## src/rtl/byte_packer.sv

```systemverilog
// byte_packer: collects a stream of bytes into 32-bit words.
// Each byte arrives on a valid/ready handshake. Each finished word leaves on a
// valid/ready handshake, together with a per-lane mask.
// A flush sends out a partial word. Lanes that were never written read as zero.
// Optional build macro: PACKER_BIG_ENDIAN_EN.
//   Defined:   the first byte of a word lands in bits [31:24].
//   Undefined: the first byte of a word lands in bits [7:0].
// Mask bit n always describes bits [8n+7:8n], whichever byte order is built.
module byte_packer (
  input  logic        clk,
  input  logic        rst_n,
  input  logic [7:0]  byte_in,
  input  logic        byte_valid,
  output logic        byte_ready,
  input  logic        flush,
  output logic [31:0] out_word,
  output logic [3:0]  byte_mask,
  output logic        word_valid,
  input  logic        word_ready
);

  typedef enum logic {
    FILL = 1'b0,
    HOLD = 1'b1
  } state_t;

  state_t      state_reg, state_next;
  logic [1:0]  lane_reg, lane_next;
  logic [31:0] word_reg, word_next;
  logic [3:0]  mask_reg, mask_next;
  logic        valid_reg, valid_next;

  logic        accept;
  logic [1:0]  phys_lane;
  logic [3:0]  lane_sel;

  assign byte_ready = (state_reg == FILL);
  assign accept     = byte_valid && (state_reg == FILL);

  // The arrival counter always counts 0..3.
  // The byte order only changes which physical lane that count selects.
`ifdef PACKER_BIG_ENDIAN_EN
  assign phys_lane = 2'd3 - lane_reg;
`else
  assign phys_lane = lane_reg;
`endif

  // Write strobe for each lane: high for the lane that takes the byte accepted this cycle.
  generate
    for (genvar gi = 0; gi < 4; gi++) begin : g_lane_sel
      assign lane_sel[gi] = accept && (phys_lane == 2'(gi));
    end
  endgenerate

  // State, lane counter and output registers; everything clears at once on reset.
  always_ff @(posedge clk or negedge rst_n) begin
    if (!rst_n) begin
      state_reg <= FILL;
      lane_reg  <= 2'd0;
      word_reg  <= 32'd0;
      mask_reg  <= 4'd0;
      valid_reg <= 1'b0;
    end else begin
      state_reg <= state_next;
      lane_reg  <= lane_next;
      word_reg  <= word_next;
      mask_reg  <= mask_next;
      valid_reg <= valid_next;
    end
  end

  // Next-state logic.
  // FILL writes accepted bytes into their lanes and moves to HOLD once the word is full or flushed.
  // HOLD keeps the word steady until the consumer takes it.
  always_comb begin
    state_next = state_reg;
    lane_next  = lane_reg;
    word_next  = word_reg;
    mask_next  = mask_reg;
    valid_next = valid_reg;

    unique case (state_reg)
      FILL: begin
        if (accept) begin
          for (int i = 0; i < 4; i++) begin
            if (lane_sel[i]) begin
              word_next[8*i +: 8] = byte_in;
              mask_next[i]        = 1'b1;
            end
          end
          lane_next = lane_reg + 2'd1;
          // A flush in the same cycle as an accept still includes that byte in the word.
          if (lane_reg == 2'd3 || flush) begin
            state_next = HOLD;
            valid_next = 1'b1;
          end
        end else if (flush && mask_reg != 4'd0) begin
          state_next = HOLD;
          valid_next = 1'b1;
        end
      end
      HOLD: begin
        if (word_ready) begin
          state_next = FILL;
          lane_next  = 2'd0;
          word_next  = 32'd0;
          mask_next  = 4'd0;
          valid_next = 1'b0;
        end
      end
      default: begin
        state_next = FILL;
      end
    endcase
  end

  assign out_word   = word_reg;
  assign byte_mask  = mask_reg;
  assign word_valid = valid_reg;

endmodule

```

## config.mk

```make
export PLATFORM = sky130hd
export DESIGN_NAME = byte_packer
export DESIGN_NICKNAME = d
export VERILOG_FILES = /design/src/rtl/byte_packer.sv
export SDC_FILE = /design/constraint.sdc
export NUM_CORES = 1
export LEC_CHECK = 0
export ABC_AREA = 1
export CELL_PAD_IN_SITES_DETAIL_PLACEMENT = 1
export CELL_PAD_IN_SITES_GLOBAL_PLACEMENT = 1
export CORE_AREA = 2 2 78 80
export DETAILED_ROUTE_END_ITERATION = 10
export DIE_AREA = 0 0 80 82
export PLACE_DENSITY_LB_ADDON = 0.1
export SLEW_MARGIN = 0
export SYNTH_ARGS = -nofsm -noshare
export SYNTH_HDL_FRONTEND = slang
export SYNTH_SLANG_ARGS = --single-unit
```

## constraint.sdc

```tcl
create_clock -name clk -period 1.7 [get_ports clk]
set_input_delay 0.34 -clock clk [delete_from_list [all_inputs] [get_ports clk]]
set_output_delay 0.34 -clock clk [all_outputs]
set_load 0.05 [all_outputs]
```

==> results of run 1 <==
-- cell usage after synthesis (all sizes together) --
cell type   n  area share
a21oi       1      0.0030
buf         7       0.036
dfrtp      40        0.60
ha          4       0.030
inv        13       0.029
nand2      22       0.067
nand3      33       0.099
nor2        7       0.020
o21ai      34        0.12
-- layer usage --
layer | part of all wire | wire length, um
met5 | 0 | 0
met4 | 0.0049 | 21
met3 | 0.054 | 234
met2 | 0.53 | 2300
met1 | 0.41 | 1780
-- where the power goes --
group / internal, mW / leakage, nW / switching, mW
clock: 0.331 / 0.0455 / 0.313
combinational: 0.753 / 0.578 / 1.80
sequential: 1.29 / 0.536 / 0.230
-- worst max-delay path by stage --
stage                               end  cells past startpoint
4_1_cts        out_word[21]$_DFFE_PN0P_                      6
2_1_floorplan    word_valid$_DFFE_PN0P_                      6
3_3_place_gp   out_word[13]$_DFFE_PN0P_                      6
5_1_grt        out_word[21]$_DFFE_PN0P_                      6
6_report       out_word[21]$_DFFE_PN0P_                      6
3_5_place_dp    out_word[9]$_DFFE_PN0P_                      6
-- kinds of logic after synthesis --
| logic type | Yosys count | share of synthesized area |
|---|---|---|
| AOI/OAI and AO/OA | 35 | 0.120 |
| adders and majority gates | 4 | 0.0299 |
| buffers and inverters | 20 | 0.0651 |
| DFF | 40 | 0.598 |
| and+or+nand+nor | 62 | 0.186 |
-- layout make-up --
| cell class | instances | area [um^2] |
|---|---|---|
| fillers | 682 | 3500 |
| inverters | 13 | 48.8 |
| clock buffers | 8 | 90.1 |
| well taps | 75 | 93.8 |
| multi-input cells | 101 | 563 |
| flip-flops and latches | 40 | 1000 |
| repair buffers | 53 | 448 |
-- through the flow --
step	instances	hold slack (ns)
floorplan	161	0.0444
global placement	282	0.367
detailed placement	282	0.389
CTS	290	0.0697
global route	290	0.0827
finish	290	0.0531
==> impl_metrics.tcl, run 1 <==
set metrics [dict create \
    run_status "finished clean" \
    cp.required_ns 1.87 \
    finalCritPeriodShare 0.826 \
    tritoncts.num_buffers 5 \
    via_count_of_the_routed_design 1355 \
    layout.cells.most_common "dfrtp_1" \
    power.leakage_nw 1.16 \
    maximum_fanout_along_the_worst_path 17 \
    drive_above_1_share 0.279 \
    die_area_mm2 0.00656 \
    cts_repair_resize_count 0 \
    cell_family_with_the_largest_share_of_critical_path_delay "simple AND/OR/NAND/NOR gates" \
    clkLatencyLatePin_ns 0.29 \
    reg2reg_to "out_word[21]$_DFFE_PN0P_" \
    synthesis.area_per_instance_um2 10.4 \
    diodes 0 \
    setup_viol 0 \
    slew_headroom 0.605 \
    grt_max_degree 37 \
    pwr_density_cell_mw_per_mm2 2100 \
    ant_nets 0 \
    startpoint_type "input port" \
    synthToLayoutAreaGrowth_pct 34.2 \
    post_cts.repair.setup_buffers 0 \
    synth_warnings 0 \
    worst_slack_ns 0.296 \
    avgRoutedWirePerCell_um 14.9 \
    cell_by_cell_listing_of_the_critical_path "clkdlybuf4s50_1 > inv_1 > nor2_4 > nand2_4 > nand3_1 > o21ai_1" \
    ctsLongestPathBuffers 2 \
    ioPinCount 51 \
    cts.root.buffer_cell "clkbuf_8" \
    critical-path-slowest-cell "clkdlybuf4s50_1" \
    netlist_area_mm2 0.00167 \
    syn-num-nets 178 \
    fin_setup_tns_ns 0 \
    busiest_layer "met2" \
    cts_htree_levels 2 \
    fmax_mhz 712 \
    crit_arrival_ns 1.57 \
    grt_antenna_before_repair 0 \
    placement.io_buffers 50 \
    total_of_flip_flops_plus_latches_after_synthesis 40 \
    routabilityCongestion 0.734 \
    tightestPinTransition_ns 0.593 \
    largest_register_ff_count 32 \
    routed_via_density 4.67 \
    skew_ns 0.00780 \
    grt.met1_usage 0.166 \
    overflow 0 \
    hold_fix_buffer_count_after_cts 0 \
    use_met3 0.0462 \
    max-cap-violations 0 \
    critical_path.max_stage_delay_ns 0.48 \
    tritoncts "done" \
    post-route-util 0.391 \
    worst-setup-path-type "in -> reg" \
    slew_viol_final 0 \
    post-route-cell-area_mm2 0.00224 \
    hold_violation_count_in_the_final_report 0 \
    preCtsSetupSlack_ns 0.000319 \
    synth-seq-area-share 0.598 \
    grt_pass1_vias 1433 \
    first_iter_violations 56 \
    wirelength_mm 4.33 \
    timing.critical_path.from "byte_valid" \
    fin_crit_ns 1.40 \
    grt_overall_usage 0.145 \
    min_path_type "in -> async" \
    reg2regPathDepth 4 \
    grt_first_pass_wirelength_mm 7.12 \
    fp.coreArea_mm2 0.00575 \
    clk_pin_slew_worst_paths_ns 0.08 \
    placed_area_mm2 0.00215 \
    most-common-layout-cells "40 x dfrtp_1, 39 x buf_4, 33 x nand3_1" \
    initial_standard_cell_utilization_of_the_core 0.291 \
    number_of_remaining_drc_errors 0 \
    synthesis.instances 161 \
    use_met2 0.259 \
    die_width_um 80 \
    max-vdd-ir-drop_mv 0.660 \
    regToRegStartpoint "state_reg$_DFF_PN0_" \
    power.total_mw 4.72 \
    nets_final 231 \
    placementRows 28 \
    cp.buffers_inverters 2 \
    die-height_um 82 \
    rsz0062_at_grt "no" \
    post_synth_num_cell_types 14 \
    cts_num_sinks 40 \
    reg2reg_slack_ns 0.43 \
    detailedRoute.firstPassIterationCount 4 \
    cp-end-kind "flip-flop" \
    place_hpwl_mm 3.08 \
]
No activity file was read; power rests on OpenSTA's default activity.
==> run 2: changes to the inputs <==
==> constraint.sdc (replaced) <==
create_clock -name clk -period 1.35 [get_ports clk]
set_input_delay 0.27 -clock clk [delete_from_list [all_inputs] [get_ports clk]]
set_output_delay 0.27 -clock clk [all_outputs]
set_load 0.05 [all_outputs]
==> run 2 against run 1 <==
Combinational power up 65%. Cell area is 23% higher. Global-route usage up 0.57 points. Count of clock-buffer cells in the layout fell by 2. Via count is 1.3% higher. Hold slack better by 0.42 ns.
==> impl_metrics.tcl, run 2 (same netlist as run 1, synthesis figures left out) <==
set metrics [dict create \
    cp.buffers_inverters 2 \
    rsz0062_at_grt "no" \
    synthToLayoutAreaGrowth_pct 65.0 \
    cts.root.buffer_cell "clkbuf_8" \
    grt_antenna_before_repair 0 \
    skew_ns 0.00544 \
    detailedRoute.firstPassIterationCount 6 \
    share_seq_of_total_power 0.294 \
    routed_via_density 4.72 \
    overflow 0 \
    grt_pass1_vias 1443 \
    power_switching_mw 3.22 \
    via_count_of_the_routed_design 1373 \
    tritoncts "done" \
    post_cts.repair.setup_buffers 0 \
    cell_family_with_the_largest_share_of_critical_path_delay "flip-flops" \
    cp.required_ns 1.08 \
    number_of_remaining_drc_errors 0 \
    finalCritPeriodShare 0.968 \
    cts_repair_resize_count 0 \
    critical-path-slowest-cell "dfrtp_1" \
    place_hpwl_mm 3.25 \
    cell_by_cell_listing_of_the_critical_path "inv_1 > buf_12" \
    first_iter_violations 51 \
    power.share.clock 0.130 \
    wirelength_mm 4.54 \
    diodes 0 \
    power.internal_mw 4.12 \
    cp-end-kind "output pin" \
    slew_viol_final 0 \
    ctsLongestPathBuffers 2 \
    nets_final 232 \
    fp.coreArea_mm2 0.00575 \
    grt_first_pass_wirelength_mm 7.41 \
    worst_hold_slack_ns 0.477 \
    slew_headroom 0.833 \
    ioPinCount 51 \
    fmax_mhz 765 \
    startpoint_type "flip-flop" \
    clkLatencyLatePin_ns 0.29 \
    hold_fix_buffer_count_after_cts 1 \
    cts_num_sinks 40 \
    cts_htree_levels 2 \
    pwr_density_cell_mw_per_mm2 2660 \
    run_status "finished clean" \
    tightestPinTransition_ns 0.250 \
    max-vdd-ir-drop_mv 0.976 \
    min_path_type "in -> async" \
    comb_power_share 0.576 \
    tritoncts.num_buffers 5 \
    max-cap-violations 0 \
    power.leakage_nw 1.30 \
    drive_above_1_share 0.282 \
    hold_violation_count_in_the_final_report 0 \
    clk_pin_slew_worst_paths_ns 0.07 \
    num-fill-cells 617 \
    ant_nets 0 \
    die-height_um 82 \
    die_area_mm2 0.00656 \
    setup_viol 0 \
    post-route-util 0.480 \
    power.share.switching 0.439 \
    largest_register_ff_count 32 \
    crit_arrival_ns 1.04 \
    placementRows 28 \
    layout.cells.most_common "buf_12" \
    grt_overall_usage 0.151 \
    grt_max_degree 41 \
    initial_standard_cell_utilization_of_the_core 0.291 \
    maximum_fanout_along_the_worst_path 4 \
    critical_path.max_stage_delay_ns 0.44 \
    placement.io_buffers 50 \
    routabilityCongestion 0.711 \
    avgRoutedWirePerCell_um 15.6 \
    most-common-layout-cells "41 x buf_12, 40 x dfrtp_1, 33 x nand3_1" \
    fin_crit_ns 1.31 \
    die_width_um 80 \
    worst-setup-path-type "reg -> out" \
]
## run 2: cell count changes in the layout (fill, tap and decap cells not counted)
cell / before / now
clkbuf_1: 2 / 1
buf_12: 2 / 41
bufinv_16: 0 / 1
buf_4: 39 / 0
clkbuf_8: 6 / 5
clkinv_2: 0 / 1
dlygate4sd3_1: 0 / 1
## run 2: through the flow
step	setup WS (ns)	total power [mW]	instance area (um^2)	TNS, ns	cells
after floorplan	0.0259	4.16	1670	0	161
after global placement	-0.150	6.35	2640	-4.01	282
after detailed placement	-0.175	6.44	2640	-5.07	282
after CTS	0.0199	7.44	2760	0	291
after global routing	0.00846	7.71	2760	0	291
final	0.0427	7.33	2760	0	291
## run 2: final cells by class
cell class	count	area (um^2)	area share
timing repair buffer	54	946	0.343
inverter	13	48.8	0.0177
clock inverter	2	35.0	0.0127
clock buffer	6	72.6	0.0263
sequential	40	1000	0.363
multi-input combinational	101	563	0.204
tap	75	93.8	0.0340
## run 2: worst paths after layout
kind / start / end / slack (ns) / cells past startpoint
max in group asynchronous: rst_n / out_word[12]$_DFFE_PN0P_ / 0.68 / 3
min in group clk: word_valid$_DFFE_PN0P_ / word_valid$_DFFE_PN0P_ / 0.54 / 2
hold reg to reg: word_valid$_DFFE_PN0P_ / word_valid$_DFFE_PN0P_ / 0.54 / 2
setup reg to reg: lane_reg[1]$_DFFE_PN0P_ / out_word[13]$_DFFE_PN0P_ / 0.13 / 5
setup / recovery: state_reg$_DFF_PN0_ / byte_ready / 0.04 / 2
hold / removal: rst_n / out_word[14]$_DFFE_PN0P_ / 0.48 / 3
## run 2: power groups by stage
stage	Combinational (mW)	Sequential, mW	Clock (mW)
final	4.22	2.15	0.956
after global routing	4.45	2.21	1.05
after CTS	4.27	2.17	0.996
after detailed placement	4.26	2.18	0
after global placement	4.19	2.17	0
after floorplan	0.898	3.26	0
## run 2: routing by layer
layer	GRT usage	vias to the layer above	wire length, um
met4	0.0576	0	89
met2	0.254	44	2340
li1	-	643	-
met1	0.186	675	1870
met5	0	-	0
met3	0.0407	11	240
## run 2: worst register-to-register path, delay by kind of cell (launching register included)
kind            cells  cell delay [ns]
simple gates        2             0.37
flops               1             0.39
compound gates      1             0.08
buf+inv             1             0.09
fa+ha+maj           1             0.22
==> run 3: changes to the inputs <==
--- a/config.mk
+++ b/config.mk
@@ -11,6 +11,7 @@
 export CORE_AREA = 2 2 78 80
 export DETAILED_ROUTE_END_ITERATION = 10
 export DIE_AREA = 0 0 80 82
+export GPL_ROUTABILITY_DRIVEN = 0
 export PLACE_DENSITY_LB_ADDON = 0.1
 export SLEW_MARGIN = 0
 export SYNTH_ARGS = -nofsm -noshare
==> constraint.sdc (replaced) <==
create_clock -name clk -period 1.25 [get_ports clk]
set_input_delay 0.25 -clock clk [delete_from_list [all_inputs] [get_ports clk]]
set_output_delay 0.25 -clock clk [all_outputs]
set_load 0.05 [all_outputs]
==> run 3 against run 2 <==
The run now ends with negative setup slack left. Count of clock-buffer cells in the layout fell by 1. Worst setup slack got worse by 0.077 ns. Routed wire length rose by 12%.
==> impl_metrics.tcl, run 3 (same netlist as run 1, synthesis figures left out) <==
set metrics [dict create \
    drive_above_1_share 0.356 \
    most-common-layout-cells "41 x buf_12, 39 x dfrtp_1, 31 x nand3_1" \
    run_status "complete, but fails checks" \
    tritoncts "done" \
    post-route-cell-area_mm2 0.00292 \
    max-vdd-ir-drop_mv 1.19 \
    layout.cells.most_common "buf_12" \
    overflow 0 \
    power.total_mw 8.37 \
    cts_htree_levels 2 \
    nets_final 241 \
    cp.required_ns 1.00 \
    min_path_type "in -> async" \
    slew_headroom 0.849 \
    die_width_um 80 \
    crit_arrival_ns 1.03 \
    cts_num_sinks 40 \
    slew_viol_final 0 \
    placement.io_buffers 50 \
    ant_nets 0 \
    diodes 0 \
    first_iter_violations 54 \
    cts.root.buffer_cell "clkbuf_8" \
    largest_register_ff_count 32 \
    initial_standard_cell_utilization_of_the_core 0.291 \
    grt_first_pass_wirelength_mm 7.62 \
    critical_path.max_stage_delay_ns 0.41 \
    cp-end-kind "output pin" \
    startpoint_type "flip-flop" \
    worst-setup-path-type "reg -> out" \
    number_of_remaining_drc_errors 0 \
    max-cap-violations 0 \
    die_area_mm2 0.00656 \
    fin_crit_ns 1.28 \
    cell_by_cell_listing_of_the_critical_path "buf_6 > clkinvlp_4 > buf_12" \
    synthToLayoutAreaGrowth_pct 74.8 \
    ctsLongestPathBuffers 2 \
    setup_viol 4 \
    fin_setup_tns_ns -0.0499 \
    tightestPinTransition_ns 0.227 \
    fp.coreArea_mm2 0.00575 \
    worst_slack_ns -0.0348 \
    grt_overall_usage 0.154 \
    hold_violation_count_in_the_final_report 0 \
    skew_ns 0.00242 \
    wirelength_mm 5.07 \
    grt_max_degree 41 \
    rsz0062_at_grt "yes" \
    ioPinCount 51 \
    violated_checks "negative setup slack" \
    clkLatencyLatePin_ns 0.29 \
    grt_pass1_vias 1503 \
    critical-path-slowest-cell "dfrtp_2" \
    maximum_fanout_along_the_worst_path 2 \
    pwr_density_cell_mw_per_mm2 2860 \
    clk_pin_slew_worst_paths_ns 0.08 \
    routed_via_density 4.65 \
    cell_family_with_the_largest_share_of_critical_path_delay "flip-flops" \
    avgRoutedWirePerCell_um 16.9 \
    place_hpwl_mm 3.22 \
    detailedRoute.firstPassIterationCount 4 \
    power.leakage_nw 1.36 \
    tritoncts.num_buffers 5 \
    post-route-util 0.509 \
    via_count_of_the_routed_design 1395 \
    grt_antenna_before_repair 0 \
    die-height_um 82 \
    finalCritPeriodShare 1.03 \
    cp.buffers_inverters 3 \
    fmax_mhz 778 \
    placed_area_mm2 0.00265 \
    placementRows 28 \
]
run 3: final timing paths:
kind | start | to | slack, ns | cells past startpoint
min in group clk | word_valid$_DFFE_PN0P_ | word_valid$_DFFE_PN0P_ | 0.54 | 2
setup / recovery | state_reg$_DFF_PN0_ | byte_ready | -0.03 | 3
setup reg to reg | state_reg$_DFF_PN0_ | out_word[24]$_DFFE_PN0P_ | -0.01 | 6
hold reg to reg | word_valid$_DFFE_PN0P_ | word_valid$_DFFE_PN0P_ | 0.54 | 2
hold / removal | rst_n | word_valid$_DFFE_PN0P_ | 0.46 | 3
max in group asynchronous | rst_n | state_reg$_DFF_PN0_ | 0.59 | 3
run 3: area by class of cell:
class | count | area [um^2]
Sequential cell | 40 | 1000
Tap cell | 75 | 93.8
Inverter | 13 | 52.6
Clock buffer | 5 | 68.8
Multi-Input combinational cell | 102 | 616
Timing Repair Buffer | 62 | 1050
Fill cell | 617 | 2820
Clock inverter | 3 | 42.5
run 3: where the power goes:
part	switching (mW)	internal (mW)	total, mW	leakage [nW]
logic	2.67	2.33	5.00	0.769
registers	0.561	1.76	2.32	0.535
clock network	0.451	0.591	1.04	0.0541
total	3.68	4.68	8.37	1.36
run 3: repair_timing:
item	4_1_cts	5_1_grt
setup buffers	4	0
gates cloned	0	4
endpoints found under the hold margin	40	0
gates resized for setup	3	8
pin swaps	1	1
setup endpoints to repair	33	37
hold buffers	1	0
run 3: worst min-delay path: stages:
cell and delay [ns]:
dlygate4sd3_1 0.52, buf_2 0.12, buf_12 0.22
run 3: per-stage QoR:
stage | hold WS (ns) | std cells | setup WS (ns)
6_report | 0.456 | 300 | -0.0348
3_5_place_dp | 0.238 | 283 | -0.387
2_1_floorplan | -0.0456 | 161 | 0.0120
5_1_grt | 0.469 | 300 | -0.103
4_1_cts | 0.459 | 296 | -0.0411
3_3_place_gp | 0.237 | 283 | -0.319
run 3: routing by layer:
layer	wire length, um	share of wire	global-route usage
met2	2800	0.55	0.271
met3	188	0.037	0.0319
met4	31	0.0061	0.0458
met5	0	0	0
met1	2050	0.40	0.190
